**src/rtl/ghost_patrol_ctrl.sv**
```systemverilog
// Patrol controller for one maze ghost: stepped path motion and player collision.
// Optional GHOST_FRONT_HIT_EN: only contact ahead of the ghost's heading counts.
module ghost_patrol_ctrl #(
    parameter int MODE         = 0,
    parameter int X_MIN        = 250,
    parameter int X_MAX        = 370,
    parameter int Y_MIN        = 165,
    parameter int Y_MAX        = 330,
    parameter int START_X      = 250,
    parameter int START_Y      = 330,
    parameter int START_DIR    = 1,
    parameter int STEP         = 3,
    parameter int TICK_DIV     = 10_000_000,
    parameter int GHOST_W      = 30,
    parameter int GHOST_H      = 30,
    parameter int PLAYER_W     = 40,
    parameter int PLAYER_H     = 40,
    parameter int ACTIVE_STAGE = 5
) (
    input  logic       clk,
    input  logic       rst,
    input  logic [2:0] stage_state,
    input  logic       pause,
    input  logic [9:0] people_up,
    input  logic [9:0] people_left,
    output logic [9:0] ghost_up,
    output logic [9:0] ghost_left,
    output logic [1:0] dir,
    output logic       fail,
    output logic       tick
);

    localparam logic [1:0] D_LEFT  = 2'd0;
    localparam logic [1:0] D_RIGHT = 2'd1;
    localparam logic [1:0] D_UP    = 2'd2;
    localparam logic [1:0] D_DOWN  = 2'd3;

    // A heading the path cannot use falls back to that path's natural one.
    localparam logic [1:0] INIT_DIR =
        (MODE == 1) ? ((START_DIR == 0 || START_DIR == 1) ? 2'(START_DIR) : D_RIGHT) :
        (MODE == 2) ? ((START_DIR == 2 || START_DIR == 3) ? 2'(START_DIR) : D_DOWN) :
                      2'(START_DIR);

    localparam logic [10:0] XMIN  = 11'(X_MIN);
    localparam logic [10:0] XMAX  = 11'(X_MAX);
    localparam logic [10:0] YMIN  = 11'(Y_MIN);
    localparam logic [10:0] YMAX  = 11'(Y_MAX);
    localparam logic [10:0] STEPW = 11'(STEP);
    localparam logic [10:0] GW    = 11'(GHOST_W);
    localparam logic [10:0] GH    = 11'(GHOST_H);
    localparam logic [10:0] PW    = 11'(PLAYER_W);
    localparam logic [10:0] PH    = 11'(PLAYER_H);
    localparam logic [9:0]  SX    = 10'(START_X);
    localparam logic [9:0]  SY    = 10'(START_Y);

    localparam int CW = $clog2(TICK_DIV);
    localparam logic [CW-1:0] CNT_LAST = CW'(TICK_DIV - 1);

    typedef enum logic [1:0] {
        S_IDLE,
        S_RUN,
        S_HIT
    } state_t;

    state_t        state, state_nxt;
    logic [CW-1:0] cnt, cnt_nxt;
    logic [9:0]    gx_nxt, gy_nxt;
    logic [1:0]    dir_nxt;
    logic          fail_nxt, tick_nxt;

    logic        active;
    logic [10:0] gx, gy, px, py;
    logic [10:0] mx, my;
    logic [1:0]  mdir;
    logic        ovl, hit;

    assign active = (stage_state == 3'(ACTIVE_STAGE));
    assign gx = {1'b0, ghost_left};
    assign gy = {1'b0, ghost_up};
    assign px = {1'b0, people_left};
    assign py = {1'b0, people_up};

    assign ovl = (gx < px + PW) && (px < gx + GW) &&
                 (gy < py + PH) && (py < gy + GH);

`ifdef GHOST_FRONT_HIT_EN
    logic [10:0] gcx, gcy, pcx, pcy;
    logic        front;
    assign gcx = gx + 11'(GHOST_W / 2);
    assign gcy = gy + 11'(GHOST_H / 2);
    assign pcx = px + 11'(PLAYER_W / 2);
    assign pcy = py + 11'(PLAYER_H / 2);
    assign front = (dir == D_RIGHT) ? (pcx >= gcx) :
                   (dir == D_LEFT)  ? (pcx <= gcx) :
                   (dir == D_UP)    ? (pcy <= gcy) :
                                      (pcy >= gcy);
    assign hit = ovl & front;
`else
    assign hit = ovl;
`endif

    // One saturating step along the heading, turning on reaching the bound.
    always_comb begin
        mx   = gx;
        my   = gy;
        mdir = dir;
        case (dir)
            D_RIGHT: begin
                mx = (gx + STEPW >= XMAX) ? XMAX : gx + STEPW;
                if (mx == XMAX) mdir = (MODE == 0) ? D_UP : D_LEFT;
            end
            D_LEFT: begin
                mx = (gx < XMIN + STEPW) ? XMIN : gx - STEPW;
                if (mx == XMIN) mdir = (MODE == 0) ? D_DOWN : D_RIGHT;
            end
            D_UP: begin
                my = (gy < YMIN + STEPW) ? YMIN : gy - STEPW;
                if (my == YMIN) mdir = (MODE == 0) ? D_LEFT : D_DOWN;
            end
            default: begin
                my = (gy + STEPW >= YMAX) ? YMAX : gy + STEPW;
                if (my == YMAX) mdir = (MODE == 0) ? D_RIGHT : D_UP;
            end
        endcase
    end

    // Next state plus next values of every registered output.
    always_comb begin
        state_nxt = state;
        cnt_nxt   = cnt;
        gx_nxt    = ghost_left;
        gy_nxt    = ghost_up;
        dir_nxt   = dir;
        fail_nxt  = fail;
        tick_nxt  = 1'b0;
        if (!active) begin
            state_nxt = S_IDLE;
            cnt_nxt   = '0;
            gx_nxt    = SX;
            gy_nxt    = SY;
            dir_nxt   = INIT_DIR;
        end else begin
            unique case (state)
                S_IDLE: begin
                    state_nxt = S_RUN;
                    fail_nxt  = 1'b0;
                    cnt_nxt   = '0;
                    gx_nxt    = SX;
                    gy_nxt    = SY;
                    dir_nxt   = INIT_DIR;
                end
                S_RUN: begin
                    if (hit) begin
                        state_nxt = S_HIT;
                        fail_nxt  = 1'b1;
                    end
                    if (!pause) begin
                        if (cnt == CNT_LAST) begin
                            cnt_nxt  = '0;
                            tick_nxt = 1'b1;
                            gx_nxt   = mx[9:0];
                            gy_nxt   = my[9:0];
                            dir_nxt  = mdir;
                        end else begin
                            cnt_nxt = cnt + 1'b1;
                        end
                    end
                end
                S_HIT: begin
                    state_nxt = S_HIT;
                end
                default: begin
                    state_nxt = S_IDLE;
                end
            endcase
        end
    end

    // State and output registers; reset returns to the start pose.
    always_ff @(posedge clk) begin
        if (rst) begin
            state      <= S_IDLE;
            cnt        <= '0;
            ghost_left <= SX;
            ghost_up   <= SY;
            dir        <= INIT_DIR;
            fail       <= 1'b0;
            tick       <= 1'b0;
        end else begin
            state      <= state_nxt;
            cnt        <= cnt_nxt;
            ghost_left <= gx_nxt;
            ghost_up   <= gy_nxt;
            dir        <= dir_nxt;
            fail       <= fail_nxt;
            tick       <= tick_nxt;
        end
    end

endmodule
```
**config.mk**
```make
export PLATFORM = sky130hd
export DESIGN_NAME = ghost_patrol_ctrl
export DESIGN_NICKNAME = d
export VERILOG_FILES = /design/src/rtl/ghost_patrol_ctrl.sv
export SDC_FILE = /design/constraint.sdc
export NUM_CORES = 1
export LEC_CHECK = 0
export ABC_CLOCK_PERIOD_IN_PS = 8400
export CAP_MARGIN = 15
export CORE_ASPECT_RATIO = 1.1
export CORE_MARGIN = 2
export CORE_UTILIZATION = 50
export CTS_CLUSTER_SIZE = 8
export DETAILED_ROUTE_END_ITERATION = 10
export GPL_TIMING_DRIVEN = 0
export HOLD_SLACK_MARGIN = 0.02
export PLACE_DENSITY = 0.7
export SYNTH_ARGS = -nofsm -noshare
export SYNTH_HDL_FRONTEND = slang
export SYNTH_SLANG_ARGS = --single-unit
```
**constraint.sdc**
```tcl
create_clock -name clk -period 8.4 [get_ports clk]
set_clock_uncertainty 0.2 [all_clocks]
set_input_delay 1.68 -clock clk [delete_from_list [all_inputs] [get_ports clk]]
set_output_delay 1.68 -clock clk [all_outputs]
set_load 0.005 [all_outputs]
```
==> metrics.csv <==
stage,metric,value,unit
status,outcome,"finished, final reports clean",
clock_network,CTS resizes,0,
clock_network,htree depth,2,
critical_path,worst reg2reg setup slack,4.31,ns
placement,Placer Congestion,0.942,
layout,layout cells sized above 1,4.59,%
synthesis,Synth top area share,20.5,%
synthesis,Post-Syn Nets,723,
global_routing,vias in the first global route,4591,
clock_network,Bufs on Longest Clock Path,2,
timing,TNS Setup,0,ns
critical_path,"slowest stage delay, CP",0.70,ns
timing,measured slew at the worst slew-check pin,0.829,ns
critical_path,startpoint class of the critical path,input pin,
layout,ant diodes,0,
timing,RSZ-0062 raised after global routing,false,
pwr,leakage power,2.08,nW
drt,post-route ant nets,0,
synthesis,prevailing post-synth register cell,dfxtp_1,
drt,Vias/cell,6.06,
critical_path,R2R Path Start,ghost_left[2],
clock_network,clk slew on worst S/H paths,0.10,ns
drt,DR vias,4932,
synthesis,register area share after synthesis,20.5,%
clock_network,clock sinks,50,
critical_path,CP cell instances,clkdlybuf4s50_1 -> ha_1 -> o2111ai_1 -> xor2_1 -> ha_1 -> a21oi_1 -> nor3b_1 -> o21ai_0 -> a32oi_1 -> nor4b_1 -> a21oi_1 -> a2111oi_0,
critical_path,Setup crit end,fail,
timing,max_slew headroom,43.9,%
clock_network,hold-fix buffers at CTS,0,
critical_path,r2r endpoint,fail,
global_routing,GR Overflow Total,0,
layout,Layout area overhead,15.1,%
synthesis,Area contributors post-synth,"dfxtp_1 (21%), ha_1 (15%), xor2_1 (6.1%)",
placement,Port-buffer cells,49,
global_routing,first-pass GRT wire length,21800,um
critical_path,WP data required,8.40,ns
synthesis,Post-Syn Area,0.00487,sq mm
global_routing,GRT Total Usage,24.9,%
timing,Final setup viols,0,
drt,initial drt markers,225,
timing,fmax,192,MHz
floorplan,Initial Util,51.6,%
floorplan,std cell rows,37,
synthesis,cells after synthesis,640,
critical_path,Setup CP Type,input pin to flop,
synthesis,top-count cell post-synth,nor2_1,
global_routing,initial antenna violation count,0,
critical_path,CP startpoint,people_up[3],
pwr,Max VDD drop,74.1,uV
clock_network,Worst-Skew Late Latency,0.31,ns
clock_network,CTS tree,done,
job,Max Cap Viol,0,
global_routing,largest net degree at the start of global routing,17,
synthesis,Synth top cells by count,"nor2_1 (69), nand2_1 (64), ha_1 (57)",
timing,"Hold Vio Cnt, Final",0,
synthesis,ys async rst share,0,%
layout,fin nets,779,
critical_path,CP arrival,5.21,ns
floorplan,Core ar.,0.00944,sq mm
critical_path,critical path's slowest cell,nor4b_1,
critical_path,R2R cell count,16,
clock_network,Post-CTS Setup Repair Bufs,0,
layout,fin cells,814,
clock_network,clock root buffer,clkbuf_8,
floorplan,DIE AREA,0.0106,sq mm
synthesis,biggest area consumer among synthesized cells,dfxtp_1,
pwr,pwr dens,81.0,mW/mm^2
synthesis,Ys Warns,0,
pwr,total power,0.000455,W
drt,Avg WL per Cell,16.3,um
drt,drt drc,0,
timing,crit share post-route,62.0,%
timing,min Tclk post-route,5.21,ns
synthesis,library cells used by synthesis,73,
floorplan,I/O pins,50,
timing,Final Max Slew Viols,0,
drt,1st-pass router iterations,5,
placement,hpwl dp,10000,um
drt,DRT Wirelength,13300,um
synthesis,"Avg Cell Area, Syn",7.62,sq um
floorplan,die width,98.1,um
placement,placed cells,806,
critical_path,CP endpoint kind,flop,
critical_path,Critical Path Fanout Max,4,
floorplan,Die Y,108,um
synthesis,synthesis-stage register bit count,50,
synthesis,number of synthesized flops with an enable pin,0,
clock_network,Num CTS Buffers,5,
hold_path,Worst Hold Class,flop to flop,
==> worst max-delay path: cells and delay by family <==
| family | cells | cell delay, ns |
|---|---|---|
| AND/OR/NAND/NOR | 2 | 0.90 |
| buffers and inverters | 1 | 0.48 |
| AO/OA/AOI/OAI | 6 | 1.42 |
| XOR/XNOR | 1 | 0.19 |
| adder cells (fa/ha/maj) | 2 | 0.54 |
==> cells in the final DEF (no fill, tap or decap), drive strengths merged, types with 4 or more instances in the layout <==
cell type | Yosys | layout
dfxtp | 50 | 50
a21oi | 38 | 38
inv | 26 | 27
nand3 | 22 | 22
buf | 15 | 15
nand4 | 12 | 12
mux2i | 7 | 7
o21a | 5 | 5
o2111ai | 7 | 7
and3 | 7 | 7
or4 | 4 | 4
o22ai | 8 | 8
nor2 | 70 | 70
nor4 | 5 | 5
nor3b | 4 | 4
clkbuf | 16 | 22
nand2 | 65 | 65
or3 | 5 | 5
a211oi | 5 | 5
nor2b | 11 | 11
a2111oi | 5 | 5
xor2 | 34 | 34
o21ai | 28 | 28
xnor2 | 25 | 25
clkdlybuf4s50 | 0 | 49
ha | 57 | 57
nor3 | 23 | 23
and2 | 5 | 5
a21o | 12 | 12
a31oi | 10 | 10
nand2b | 10 | 10
==> cells by family after synthesis <==
logic type	synth area share, %
AND/OR/NAND/NOR	26.4
buffers and inverters	4.90
multiplexers	1.44
XOR/XNOR	10.6
flip-flops	20.5
adder cells (fa/ha/maj)	14.6
AO/OA/AOI/OAI	21.5
==> registers in the layout, indices dropped and copies added, names as in the netlist <==
| register | count |
|---|---|
| tick | 1 |
| dir | 2 |
| ghost_up | 10 |
| ghost_left | 10 |
| state | 2 |
| cnt | 24 |
| fail | 1 |
==> how the worst min path moves through the flow <==
| stage | from | end | slack (ns) | cells past startpoint |
|---|---|---|---|---|
| 3_3_place_gp | state[1] | state[1] | 0.25 | 2 |
| 6_report | cnt[22] | cnt[22] | 0.29 | 2 |
| 4_1_cts | state[0] | state[0] | 0.30 | 2 |
| 5_1_grt | state[0] | state[0] | 0.31 | 2 |
| 3_5_place_dp | state[0] | state[0] | 0.28 | 2 |
| 2_1_floorplan | state[1] | state[1] | 0.24 | 2 |
==> per-stage QoR <==
stage	instance area [sq um]	hold slack (ns)	utilization [%]	setup slack, ns
2_1_floorplan	4870	0.238	-	4.27
3_3_place_gp	5510	0.248	58.4	3.08
3_5_place_dp	5510	0.278	58.4	2.98
4_1_cts	5610	0.297	59.4	3.27
5_1_grt	5610	0.312	59.4	2.98
6_report	5610	0.294	59.4	3.19
==> layout make-up <==
class | count | area [sq um]
multi-input combinational | 533 | 3630
buffer | 31 | 141
timing repair buffer | 49 | 490
clock inverter | 2 | 16.3
fill | 905 | 3830
tap | 117 | 146
inverter | 26 | 97.6
clock buffer | 6 | 82.6
sequential | 50 | 1000
==> routing by layer <==
layer  up-vias  GRT usage (%)  routed length, um
met5         -              0                  0
met4         0           9.30                435
met3        35           3.51                749
met2       161           41.0               5950
met1      2301           33.2               6120
li1       2435              -                  -
==> report_power, final <==
part	internal, W	switching [W]	leakage [nW]
combinational	0.0000295	0.0000327	1.63
clock	0.0000680	0.0000873	0.0478
sequential	0.000237	0.000000129	0.403
total	0.000335	0.000120	2.08
(Power assumes the default switching activity.)
